## src/rtl/oam_dma_ctrl.sv

```systemverilog
// OAM DMA sequencer: page write -> ARM_TICKS idle ticks -> LENGTH source reads, each retired to OAM one tick later.
// Optional macro OAM_DMA_PAGE_REMAP_EN folds written pages E0..FF onto C0..DF.
module oam_dma_ctrl #(
  parameter int         LENGTH     = 160,
  parameter int         ARM_TICKS  = 1,
  parameter logic [7:0] PAGE_RESET = 8'hFF
) (
  input  logic        clk,
  input  logic        reset,
  input  logic        tick,
  input  logic        reg_wr,
  input  logic [7:0]  reg_wdata,
  output logic [7:0]  reg_rdata,
  output logic        dma_active,
  output logic        cpu_bus_block,
  output logic        src_rd,
  output logic [15:0] src_addr,
  input  logic [7:0]  src_rdata,
  output logic        oam_wr,
  output logic [7:0]  oam_addr,
  output logic [7:0]  oam_wdata
);

  typedef enum logic [1:0] {IDLE, ARM, XFER, DRAIN} state_t;

  state_t     state_q, state_d;
  logic [8:0] idx_q, idx_d;
  logic [2:0] arm_q, arm_d;
  logic [7:0] page_q, page_in;
  logic       wr_pend_q;
  logic [7:0] wr_addr_q, wr_data_q;

`ifdef OAM_DMA_PAGE_REMAP_EN
  assign page_in = (reg_wdata >= 8'hE0) ? (reg_wdata - 8'h20) : reg_wdata;
`else
  assign page_in = reg_wdata;
`endif

  always_comb begin
    state_d = state_q;
    idx_d   = idx_q;
    arm_d   = arm_q;
    case (state_q)
      IDLE: ;
      ARM: begin
        arm_d = arm_q - 3'd1;
        if (arm_q <= 3'd1) state_d = XFER;
      end
      XFER: begin
        idx_d = idx_q + 9'd1;
        if (idx_q == 9'(LENGTH - 1)) state_d = DRAIN;
      end
      DRAIN: state_d = IDLE;
      default: state_d = IDLE;
    endcase
    // A page write restarts from any state; the write stage is left alone.
    if (reg_wr) begin
      state_d = ARM;
      idx_d   = 9'd0;
      arm_d   = 3'(ARM_TICKS);
    end
  end

  always_ff @(posedge clk or posedge reset) begin
    if (reset) begin
      state_q <= IDLE;
      idx_q   <= 9'd0;
      arm_q   <= 3'd0;
      page_q  <= PAGE_RESET;
    end else if (tick) begin
      state_q <= state_d;
      idx_q   <= idx_d;
      arm_q   <= arm_d;
      if (reg_wr) page_q <= page_in;
    end
  end

  always_ff @(posedge clk or posedge reset) begin
    if (reset) begin
      wr_pend_q <= 1'b0;
      wr_addr_q <= 8'h00;
      wr_data_q <= 8'h00;
    end else if (tick) begin
      wr_pend_q <= (state_q == XFER);
      if (state_q == XFER) begin
        wr_addr_q <= idx_q[7:0];
        wr_data_q <= src_rdata;
      end
    end
  end

  assign reg_rdata     = page_q;
  assign dma_active    = (state_q != IDLE);
  assign cpu_bus_block = (state_q == ARM) || (state_q == XFER);
  assign src_rd        = tick && (state_q == XFER);
  assign src_addr      = (state_q == XFER) ? {page_q, idx_q[7:0]} : 16'h0000;
  assign oam_wr        = tick && wr_pend_q;
  assign oam_addr      = wr_addr_q;
  assign oam_wdata     = wr_data_q;

endmodule

```

## config.mk

```make
export PLATFORM = sky130hd
export DESIGN_NAME = oam_dma_ctrl
export DESIGN_NICKNAME = d
export VERILOG_FILES = /design/src/rtl/oam_dma_ctrl.sv
export SDC_FILE = /design/constraint.sdc
export NUM_CORES = 1
export LEC_CHECK = 0
export ABC_AREA = 1
export BUFFER_PORTS_ARGS = -buffer_cell sky130_fd_sc_hd__buf_2
export CAP_MARGIN = 20
export CORE_MARGIN = 2
export CORE_UTILIZATION = 40
export DETAILED_ROUTE_END_ITERATION = 6
export PLACE_DENSITY = 0.65
export SKIP_CTS_REPAIR_TIMING = 1
export SLEW_MARGIN = 20
export SYNTH_ARGS = -nofsm -noshare
export SYNTH_HDL_FRONTEND = slang
export SYNTH_SLANG_ARGS = --single-unit
```

## constraint.sdc

```tcl
create_clock -name clk -period 2.5 [get_ports clk]
set_clock_uncertainty 0.2 [all_clocks]
set_input_delay 0.375 -clock clk [delete_from_list [all_inputs] [get_ports clk]]
set_output_delay 0.375 -clock clk [all_outputs]
set_load 0.01 [all_outputs]
```

==> impl_metrics.env, run 1 <==
export IMPL_period_needed_ps=2070
export IMPL_rrSetupSlack_ps=640
export IMPL_ys_ff_latch=39
export IMPL_setup_violations=0
export IMPL_finalWorstSetupSlack_ps=425
export IMPL_wl_per_cell_um=10.7
export IMPL_yosys_cell_types_count=23
export IMPL_first_pass_iters=4
export IMPL_nets=350
export IMPL_min_period_over_period_pct=83.0
export IMPL_crit_top_cell="inv_1"
export IMPL_routed_via_density=4.44
export IMPL_die_w_um=74.0
export IMPL_numCtsBuffers=5
export IMPL_rows=25
export IMPL_slowest_delay_ps=420
export IMPL_dieArea_sq_um=5470
export IMPL_ioPinCount=64
export IMPL_cts_root_buf="clkbuf_8"
export IMPL_clkTransAtPathRegs_ps=70
export IMPL_synth_compound_area_share_pct=6.00
export IMPL_met1_length_um=1970
export IMPL_pwr_density_cell_nw_per_um2=894
export IMPL_core_area_sq_um=4720
export IMPL_critPathCaptureType="primary output"
export IMPL_startpoint_type="flop"
export IMPL_synth_warnings=0
export IMPL_start_util_pct=41.5
export IMPL_tightest_slew_ps=491
export IMPL_reg2reg_to="idx_q[8]$_DFFE_PP0P_"
export IMPL_layout_commonest_cell="nand2_1"
export IMPL_synth_top_family_by_area="simple AND/OR/NAND/NOR gates"
export IMPL_reg2reg_from="state_q[0]$_DFFE_PP0P_"
export IMPL_slew_viol_final=0
export IMPL_port_buffers=63
export IMPL_post_route_drc_count=0
export IMPL_wl_met3_um=211
export IMPL_drt_iter0_drc=106
export IMPL_max_vdd_ir_drop_v=0.000487
export IMPL_path_buf_inv=4
export IMPL_synthSimpleGateAreaFrac_pct=28.9
export IMPL_cp_data_required_time_ps=1920
export IMPL_wl_met2_um=1940
export IMPL_grt_pass1_vias=1615
export IMPL_grtUsageTotal_pct=17.0
export IMPL_areaGrowthSynthToFinish_pct=26.1
export IMPL_muxShareOfSynthArea_pct=0
export IMPL_arrival_ps=1500
export IMPL_hold_class="in -> async"
export IMPL_maxCapViolations=0
export IMPL_syn_nets=283
export IMPL_routed_wl_um=4190
export IMPL_syn_area_sq_um=1960
export IMPL_top_layer="met4"
export IMPL_cts_sinks=39
export IMPL_antenna_found_initial=0
export IMPL_num_vias=1735
export IMPL_synth_xor_area_share_pct=0.447
export IMPL_avgSynthCellArea_sq_um=7.65
export IMPL_pre_cts_slack_ps=693
export IMPL_max_freq_mhz=482
export IMPL_worstSetupPathType="reg -> out"
export IMPL_syn_inst=256
export IMPL_drtAntennaViolNets=0
export IMPL_crit_fanout=17
export IMPL_crit_chain="inv_1 -> ha_1 -> buf_4 -> nand2_1 -> inv_1 -> buf_2"
export IMPL_cts_tree="yes"
export IMPL_mostFrequentLayoutCells="nand2_1, buf_2, inv_1"
export IMPL_cts_max_path_buffers=2
export IMPL_leakage_uw=0.00152
export IMPL_n_antenna_cell=0
export IMPL_crit_family="buffers and inverters"
export IMPL_num_fill_cells=472
export IMPL_grt_overflow_total=0
export IMPL_reg2reg_depth=9
export IMPL_fp_dieH_um=74.0
export IMPL_grt_max_degree=40
export IMPL_rsz0062_at_grt="false"
export IMPL_grt_first_pass_wirelength_um=7190
export IMPL_finalHoldViolations=20
export IMPL_power_uw=2210
export IMPL_gp_congestion=0.836
export IMPL_cp_slowest_cell="dfrtp_1"
export IMPL_yosysSeqAreaShare_pct=50.3
export IMPL_hold_ws_ps=-9.65
export IMPL_finalSetupTns_ps=0
export IMPL_max_slew_margin_pct=67.2
export IMPL_cts_max_level=2
export IMPL_clock_latency_ps=290
export IMPL_hpwlAfterDp_um=3010
export IMPL_drive_gt1_share_pct=28.7
export IMPL_outcome="finished, violations left"
export IMPL_violations="negative hold slack"
export IMPL_synth_adder_area_share_pct=4.47
state kept, by name, indices dropped and copies added (netlist names):
signal	flops
idx_q	9
oam_addr	8
oam_wdata	8
reg_rdata	8
arm_q	3
state_q	2
wr_pend_q	1
power by group:
group,switching (uW),total (uW),internal [uW]
registers,102,908,806
logic,471,762,291
clock network,217,539,323
total,790,2210,1420
worst reg2reg max path: stages (launching register included):
cell and delay [ps]:
dfrtp_1 410, inv_1 90, ha_1 230, nand2_2 80, buf_4 260, nand2_4 120
inv_2 120, nor2_4 40, a21oi_1 150, nor2_1 70
kinds of logic (layout without fill, tap and decap cells):
group,count (synthesis),in the layout
flip-flops,39,39
AND/OR/NAND/NOR,137,137
AO/OA/AOI/OAI,22,22
adder cells (fa/ha/maj),7,7
XOR/XNOR,1,1
buffers and inverters,50,118
metrics by stage:
stage          instances  utilization, %  area (sq um)
2_1_floorplan        256               -          1960
3_3_place_gp         383            49.8          2350
3_5_place_dp         383            49.8          2350
4_1_cts              391            52.3          2470
5_1_grt              391            52.3          2470
6_report             391            52.3          2470
metal layers:
| metal | vias to the layer above | track usage (%) |
|---|---|---|
| met2 | 44 | 26.1 |
| met4 | 0 | 6.46 |
| met1 | 781 | 23.4 |
| li1 | 901 | - |
| met3 | 9 | 4.34 |
| met5 | - | 0 |
final cells by class:
| class | instances | area, sq um | area share (%) |
|---|---|---|---|
| Timing Repair Buffer | 66 | 338 | 13.7 |
| Inverter | 44 | 165 | 6.69 |
| Clock buffer | 6 | 82.6 | 3.34 |
| Tap cell | 67 | 83.8 | 3.39 |
| Clock inverter | 2 | 35.0 | 1.42 |
| Sequential cell | 39 | 986 | 39.9 |
| Multi-Input combinational cell | 167 | 779 | 31.6 |
Yosys cell counts, drive strengths merged:
library cell	n	area, sq um
nand2	113	437
inv	43	161
dfrtp	31	776
o21ai	15	78.8
nor2	11	51.3
nand3	10	55.1
dfstp	8	210
a21oi	7	38.8
ha	7	87.6
buf	6	28.8
nand4	2	12.5
clkinv	1	3.75
nor3	1	10.0
xor2	1	8.76
worst max path at each step:
stage / from / end / slack (ps) / cells after the start
4_1_cts: state_q[0]$_DFFE_PP0P_ / src_addr[2] / 420 / 6
3_3_place_gp: state_q[0]$_DFFE_PP0P_ / idx_q[8]$_DFFE_PP0P_ / 770 / 9
2_1_floorplan: state_q[0]$_DFFE_PP0P_ / src_addr[10] / 730 / 6
3_5_place_dp: state_q[0]$_DFFE_PP0P_ / idx_q[8]$_DFFE_PP0P_ / 690 / 9
5_1_grt: state_q[0]$_DFFE_PP0P_ / src_addr[6] / 280 / 6
6_report: state_q[0]$_DFFE_PP0P_ / src_addr[7] / 430 / 6
No activity file was read; power rests on OpenSTA's default activity.
==> run 2: changes to the inputs <==
--- a/config.mk
+++ b/config.mk
@@ -11,7 +11,7 @@
 export CORE_MARGIN = 2
 export CORE_UTILIZATION = 40
 export DETAILED_ROUTE_END_ITERATION = 6
-export PLACE_DENSITY = 0.65
+export PLACE_DENSITY = 0.68
 export SKIP_CTS_REPAIR_TIMING = 1
 export SLEW_MARGIN = 20
 export SYNTH_ARGS = -nofsm -noshare
==> constraint.sdc (replaced) <==
create_clock -name clk -period 1.75 [get_ports clk]
set_clock_uncertainty 0.2 [all_clocks]
set_input_delay 0.2625 -clock clk [delete_from_list [all_inputs] [get_ports clk]]
set_output_delay 0.2625 -clock clk [all_outputs]
set_load 0.01 [all_outputs]
==> run 2 against run 1 <==
- the flow finishes with violations (negative hold slack, negative setup slack)
- cell area rose by 11%
- clock-buffer cell count did not move
- via count rose by 5.8%
- clock power rose by 12%
- first-iteration DRC count fell by 13%
- sequential power rose by 43%
- setup slack got worse by 480 ps
- die area did not move
- routed wire length rose by 10%
- largest cell class unchanged
==> impl_metrics.env, run 2 (same netlist as run 1, synthesis figures left out) <==
export IMPL_clkTransAtPathRegs_ps=70
export IMPL_post_route_drc_count=0
export IMPL_hold_ws_ps=-23.3
export IMPL_top_register="idx_q"
export IMPL_period_needed_ps=1800
export IMPL_pwr_density_cell_nw_per_um2=1170
export IMPL_gp_congestion=0.896
export IMPL_max_freq_mhz=554
export IMPL_critPathCaptureType="primary output"
export IMPL_largest_reg_flops=9
export IMPL_areaGrowthSynthToFinish_pct=40.3
export IMPL_min_period_over_period_pct=103
export IMPL_antenna_found_initial=0
export IMPL_startpoint_type="flop"
export IMPL_hpwlAfterDp_um=3120
export IMPL_cts_max_path_buffers=2
export IMPL_nets=370
export IMPL_cp_data_required_time_ps=1290
export IMPL_finalWorstSetupSlack_ps=-53.6
export IMPL_drive_gt1_share_pct=32.7
export IMPL_crit_fanout=8
export IMPL_ioPinCount=64
export IMPL_mostFrequentLayoutCells="nand2_1, buf_2, inv_1"
export IMPL_max_slew_margin_pct=68.2
export IMPL_routed_via_density=4.48
export IMPL_rsz0062_at_grt="true"
export IMPL_numCtsBuffers=5
export IMPL_grt_pass1_vias=1559
export IMPL_dieArea_sq_um=5470
export IMPL_die_w_um=74.0
export IMPL_start_util_pct=41.5
export IMPL_grt_first_pass_wirelength_um=7000
export IMPL_grt_max_degree=40
export IMPL_violations="negative hold slack, negative setup slack"
export IMPL_tightest_slew_ps=477
export IMPL_grtUsageTotal_pct=16.7
export IMPL_wl_per_cell_um=11.2
export IMPL_drtAntennaViolNets=0
export IMPL_finalHoldViolations=1
export IMPL_arrival_ps=1340
export IMPL_cts_sinks=39
export IMPL_num_vias=1835
export IMPL_clock_latency_ps=280
export IMPL_cts_root_buf="clkbuf_8"
export IMPL_multi_input_area_sq_um=820
export IMPL_ff_latch_area_sq_um=986
export IMPL_grt_overflow_total=0
export IMPL_fp_dieH_um=74.0
export IMPL_setup_violations=16
export IMPL_routed_wl_um=4610
export IMPL_worstSetupPathType="reg -> out"
export IMPL_maxCapViolations=0
export IMPL_cts_tree="yes"
export IMPL_rows=25
export IMPL_fin_util_pct=58.2
export IMPL_cts_max_level=2
export IMPL_outcome="finished, violations left"
export IMPL_num_fill_cells=440
export IMPL_first_pass_iters=4
export IMPL_port_buffers=63
export IMPL_drt_iter0_drc=92
export IMPL_layout_commonest_cell="nand2_1"
export IMPL_slew_viol_final=0
export IMPL_power_uw=3230
export IMPL_rrSetupSlack_ps=100
export IMPL_n_antenna_cell=0
export IMPL_leakage_uw=0.00160
export IMPL_hold_class="in -> reg"
export IMPL_finalSetupTns_ps=-391
export IMPL_core_area_sq_um=4720
export IMPL_max_vdd_ir_drop_v=0.000647
run 2: cell types whose count changed in the layout (fill, tap and decap cells not counted), sizes merged:
cell	delta
bufinv	-1
clkinv	+1
dlygate4sd3	+16
inv	-1
buf	+3
clkbuf	+1
run 2: cell type report:
type	instances	share of cell area, %
clock buffers	6	3.00
clock inverters	1	0.182
inverters	44	6.19
multi-input cells	167	29.8
flip-flops and latches	39	35.9
well taps	67	3.05
repair buffers	86	21.9
run 2: critical path, stage by stage, from the launching register on:
cell and delay [ps]:
dfrtp_1 400, inv_2 90, ha_4 180, clkbuf_16 170, nand2_2 50, inv_1 40
buf_2 110
run 2: path summary, 6_finish.rpt:
kind	startpoint	end	cells past startpoint
min	src_rdata[1]	oam_wdata[1]$_DFFE_PP0P_	3
min in group asynchronous	reset	oam_wdata[3]$_DFFE_PP0P_	4
min reg2reg	oam_wdata[1]$_DFFE_PP0P_	oam_wdata[1]$_DFFE_PP0P_	2
max in group asynchronous	reset	reg_rdata[7]$_DFFE_PP1P_	4
max	state_q[0]$_DFFE_PP0P_	src_addr[4]	6
max reg2reg	state_q[1]$_DFFE_PP0P_	state_q[1]$_DFFE_PP0P_	9
run 2: through the flow:
stage / worst slack [ps] / cells / area [sq um]
6_report: -53.6 / 410 / 2750
5_1_grt: -96.3 / 410 / 2750
3_3_place_gp: 134 / 385 / 2380
2_1_floorplan: 91.9 / 256 / 1960
4_1_cts: -179 / 392 / 2470
3_5_place_dp: 135 / 385 / 2380
run 2: routing by layer:
| metal | track usage [%] | vias up | part of all wire (%) |
|---|---|---|---|
| met2 | 26.5 | 44 | 50 |
| met1 | 23.2 | 851 | 45 |
| met3 | 4.07 | 4 | 4.4 |
| met4 | 4.24 | 0 | 0.82 |
| li1 | - | 936 | - |
| met5 | 0 | - | 0 |
run 2: power breakdown:
| part | switching [uW] | leakage [uW] | internal (uW) |
|---|---|---|---|
| sequential | 147 | 0.000493 | 1150 |
| combinational | 755 | 0.00106 | 573 |
| clock | 292 | 0.0000470 | 309 |
| total | 1190 | 0.00160 | 2030 |
==> run 3: changes to the inputs <==
--- a/config.mk
+++ b/config.mk
@@ -10,8 +10,11 @@
 export CAP_MARGIN = 20
 export CORE_MARGIN = 2
 export CORE_UTILIZATION = 40
+export CTS_BUF_LIST = sky130_fd_sc_hd__clkbuf_4 sky130_fd_sc_hd__clkbuf_8 sky130_fd_sc_hd__clkbuf_16
+export CTS_CLUSTER_SIZE = 24
 export DETAILED_ROUTE_END_ITERATION = 6
 export PLACE_DENSITY = 0.68
+export SETUP_SLACK_MARGIN = 0.5
 export SKIP_CTS_REPAIR_TIMING = 1
 export SLEW_MARGIN = 20
 export SYNTH_ARGS = -nofsm -noshare
==> run 3 against run 2 <==
- the run ends with negative setup slack left
- critical path depth stayed put
- setup slack got worse by 43 ps
- routed wire length increased by 22%
- total power rose by 21%
- sequential power hardly changed
- clock power barely moved
- via count increased by 9.5%
- final cell count rose by 7.6%
- maximum frequency decreased by 2.3%
- first-iteration DRC count grew 21%
- global-route usage is 0.20 points lower
- utilization is 13 points higher
- critical path type unchanged
- critical endpoint is now src_addr[9]
- highest routed layer unchanged
==> impl_metrics.env, run 3 (same netlist as run 1, synthesis figures left out) <==
export IMPL_rsz0062_at_grt="true"
export IMPL_cts_max_path_buffers=2
export IMPL_hold_class="in -> reg"
export IMPL_grt_util_met3_pct=3.93
export IMPL_dieArea_sq_um=5470
export IMPL_cts_root_buf="clkbuf_8"
export IMPL_die_w_um=74.0
export IMPL_finalSetupTns_ps=-1140
export IMPL_setup_violations=18
export IMPL_drt_iter0_drc=111
export IMPL_worstSetupPathType="reg -> out"
export IMPL_use_met1_pct=23.2
export IMPL_n_antenna_cell=0
export IMPL_num_fill_cells=331
export IMPL_violations="negative setup slack"
export IMPL_layout_commonest_cell="nand2_1"
export IMPL_ioPinCount=64
export IMPL_first_pass_iters=4
export IMPL_fp_dieH_um=74.0
export IMPL_pwr_density_cell_nw_per_um2=1160
export IMPL_cts_max_level=2
export IMPL_routed_wl_um=5630
export IMPL_slew_viol_final=0
export IMPL_nets=400
export IMPL_tightest_slew_ps=312
export IMPL_post_route_drc_count=0
export IMPL_numCtsBuffers=5
export IMPL_grt_most_used_layer="met2"
export IMPL_outcome="finished, violations left"
export IMPL_startpoint_type="flop"
export IMPL_cp_data_required_time_ps=1290
export IMPL_grt_first_pass_wirelength_um=6980
export IMPL_crit_fanout=5
export IMPL_grtUsageTotal_pct=16.5
export IMPL_max_slew_margin_pct=79.2
export IMPL_use_met2_pct=25.3
export IMPL_critPathCaptureType="primary output"
export IMPL_areaGrowthSynthToFinish_pct=71.5
export IMPL_finalWorstSetupSlack_ps=-96.3
export IMPL_gp_congestion=0.827
export IMPL_wl_per_cell_um=12.8
export IMPL_clock_latency_ps=280
export IMPL_grt_pass1_vias=1533
export IMPL_period_needed_ps=1850
export IMPL_rows=25
export IMPL_num_vias=2009
export IMPL_routed_via_density=4.56
export IMPL_fin_area_sq_um=3360
export IMPL_hold_ws_ps=156
export IMPL_cts_sinks=39
export IMPL_grt_overflow_total=0
export IMPL_largest_reg_flops=9
export IMPL_clkTransAtPathRegs_ps=80
export IMPL_start_util_pct=41.5
export IMPL_drtAntennaViolNets=0
export IMPL_mostFrequentLayoutCells="nand2_1, buf_2, buf_6"
export IMPL_maxCapViolations=0
export IMPL_hpwlAfterDp_um=3070
export IMPL_placedInstanceArea_sq_um=2430
export IMPL_grt_max_degree=40
export IMPL_drive_gt1_share_pct=51.6
export IMPL_antenna_found_initial=0
export IMPL_arrival_ps=1380
export IMPL_finalHoldViolations=0
export IMPL_cts_tree="yes"
export IMPL_min_period_over_period_pct=106
export IMPL_max_freq_mhz=542
export IMPL_top_register="idx_q"
export IMPL_max_vdd_ir_drop_v=0.000811
export IMPL_port_buffers=63
export IMPL_leakage_uw=0.00182
export IMPL_core_area_sq_um=4720
-- run 3: cell type report --
| cell class | instances | area, sq um | share of cell area (%) |
|---|---|---|---|
| sequential | 39 | 987 | 29.4 |
| tap | 67 | 83.8 | 2.50 |
| timing repair buffer | 116 | 1010 | 30.2 |
| multi-input combinational | 167 | 1000 | 29.9 |
| clock inverter | 1 | 5.00 | 0.149 |
| inverter | 44 | 181 | 5.40 |
| clock buffer | 7 | 83.8 | 2.50 |
-- run 3: worst paths after layout --
check                                           end                startpoint  slack, ps  cells past startpoint
max                                     src_addr[9]    state_q[0]$_DFFE_PP0P_       -100                      6
max in group asynchronous  reg_rdata[7]$_DFFE_PP1P_                     reset        720                      4
min reg2reg                oam_wdata[3]$_DFFE_PP0P_  oam_wdata[3]$_DFFE_PP0P_        280                      2
max reg2reg                    idx_q[2]$_DFFE_PP0P_    state_q[0]$_DFFE_PP0P_        -20                     10
min in group asynchronous   oam_addr[4]$_DFFE_PP0P_                     reset        370                      4
min                            arm_q[0]$_DFFE_PP0P_                    reg_wr        160                      3
-- run 3: metrics by stage --
stage	total power (uW)	setup WS [ps]	utilization, %	cells
finish	3900	-96.3	71.1	441
global route	4170	-171	71.1	441
CTS	3100	-210	53.3	395
detailed placement	2480	112	51.4	387
global placement	2460	136	51.4	387
floorplan	2060	230	-	256
-- run 3: power by group --
group	switching [uW]	internal, uW	leakage [uW]	total (uW)
Sequential	166	1150	0.000492	1320
Combinational	965	1010	0.00128	1980
Clock	292	311	0.0000491	603
Total	1420	2480	0.00182	3900
-- run 3: per-layer routing --
metal  wire (um)  up-vias
met3         250        4
met5           0        -
met4          34        0
li1            -     1003
met1        2380      949
met2        2960       53
-- run 3: worst max-delay path, cell delays in order (launching register included) --
cell     delay [ps]
dfrtp_1         430
inv_2            90
ha_4            190
buf_6           150
nand2_1          60
inv_1            70
buf_6           100
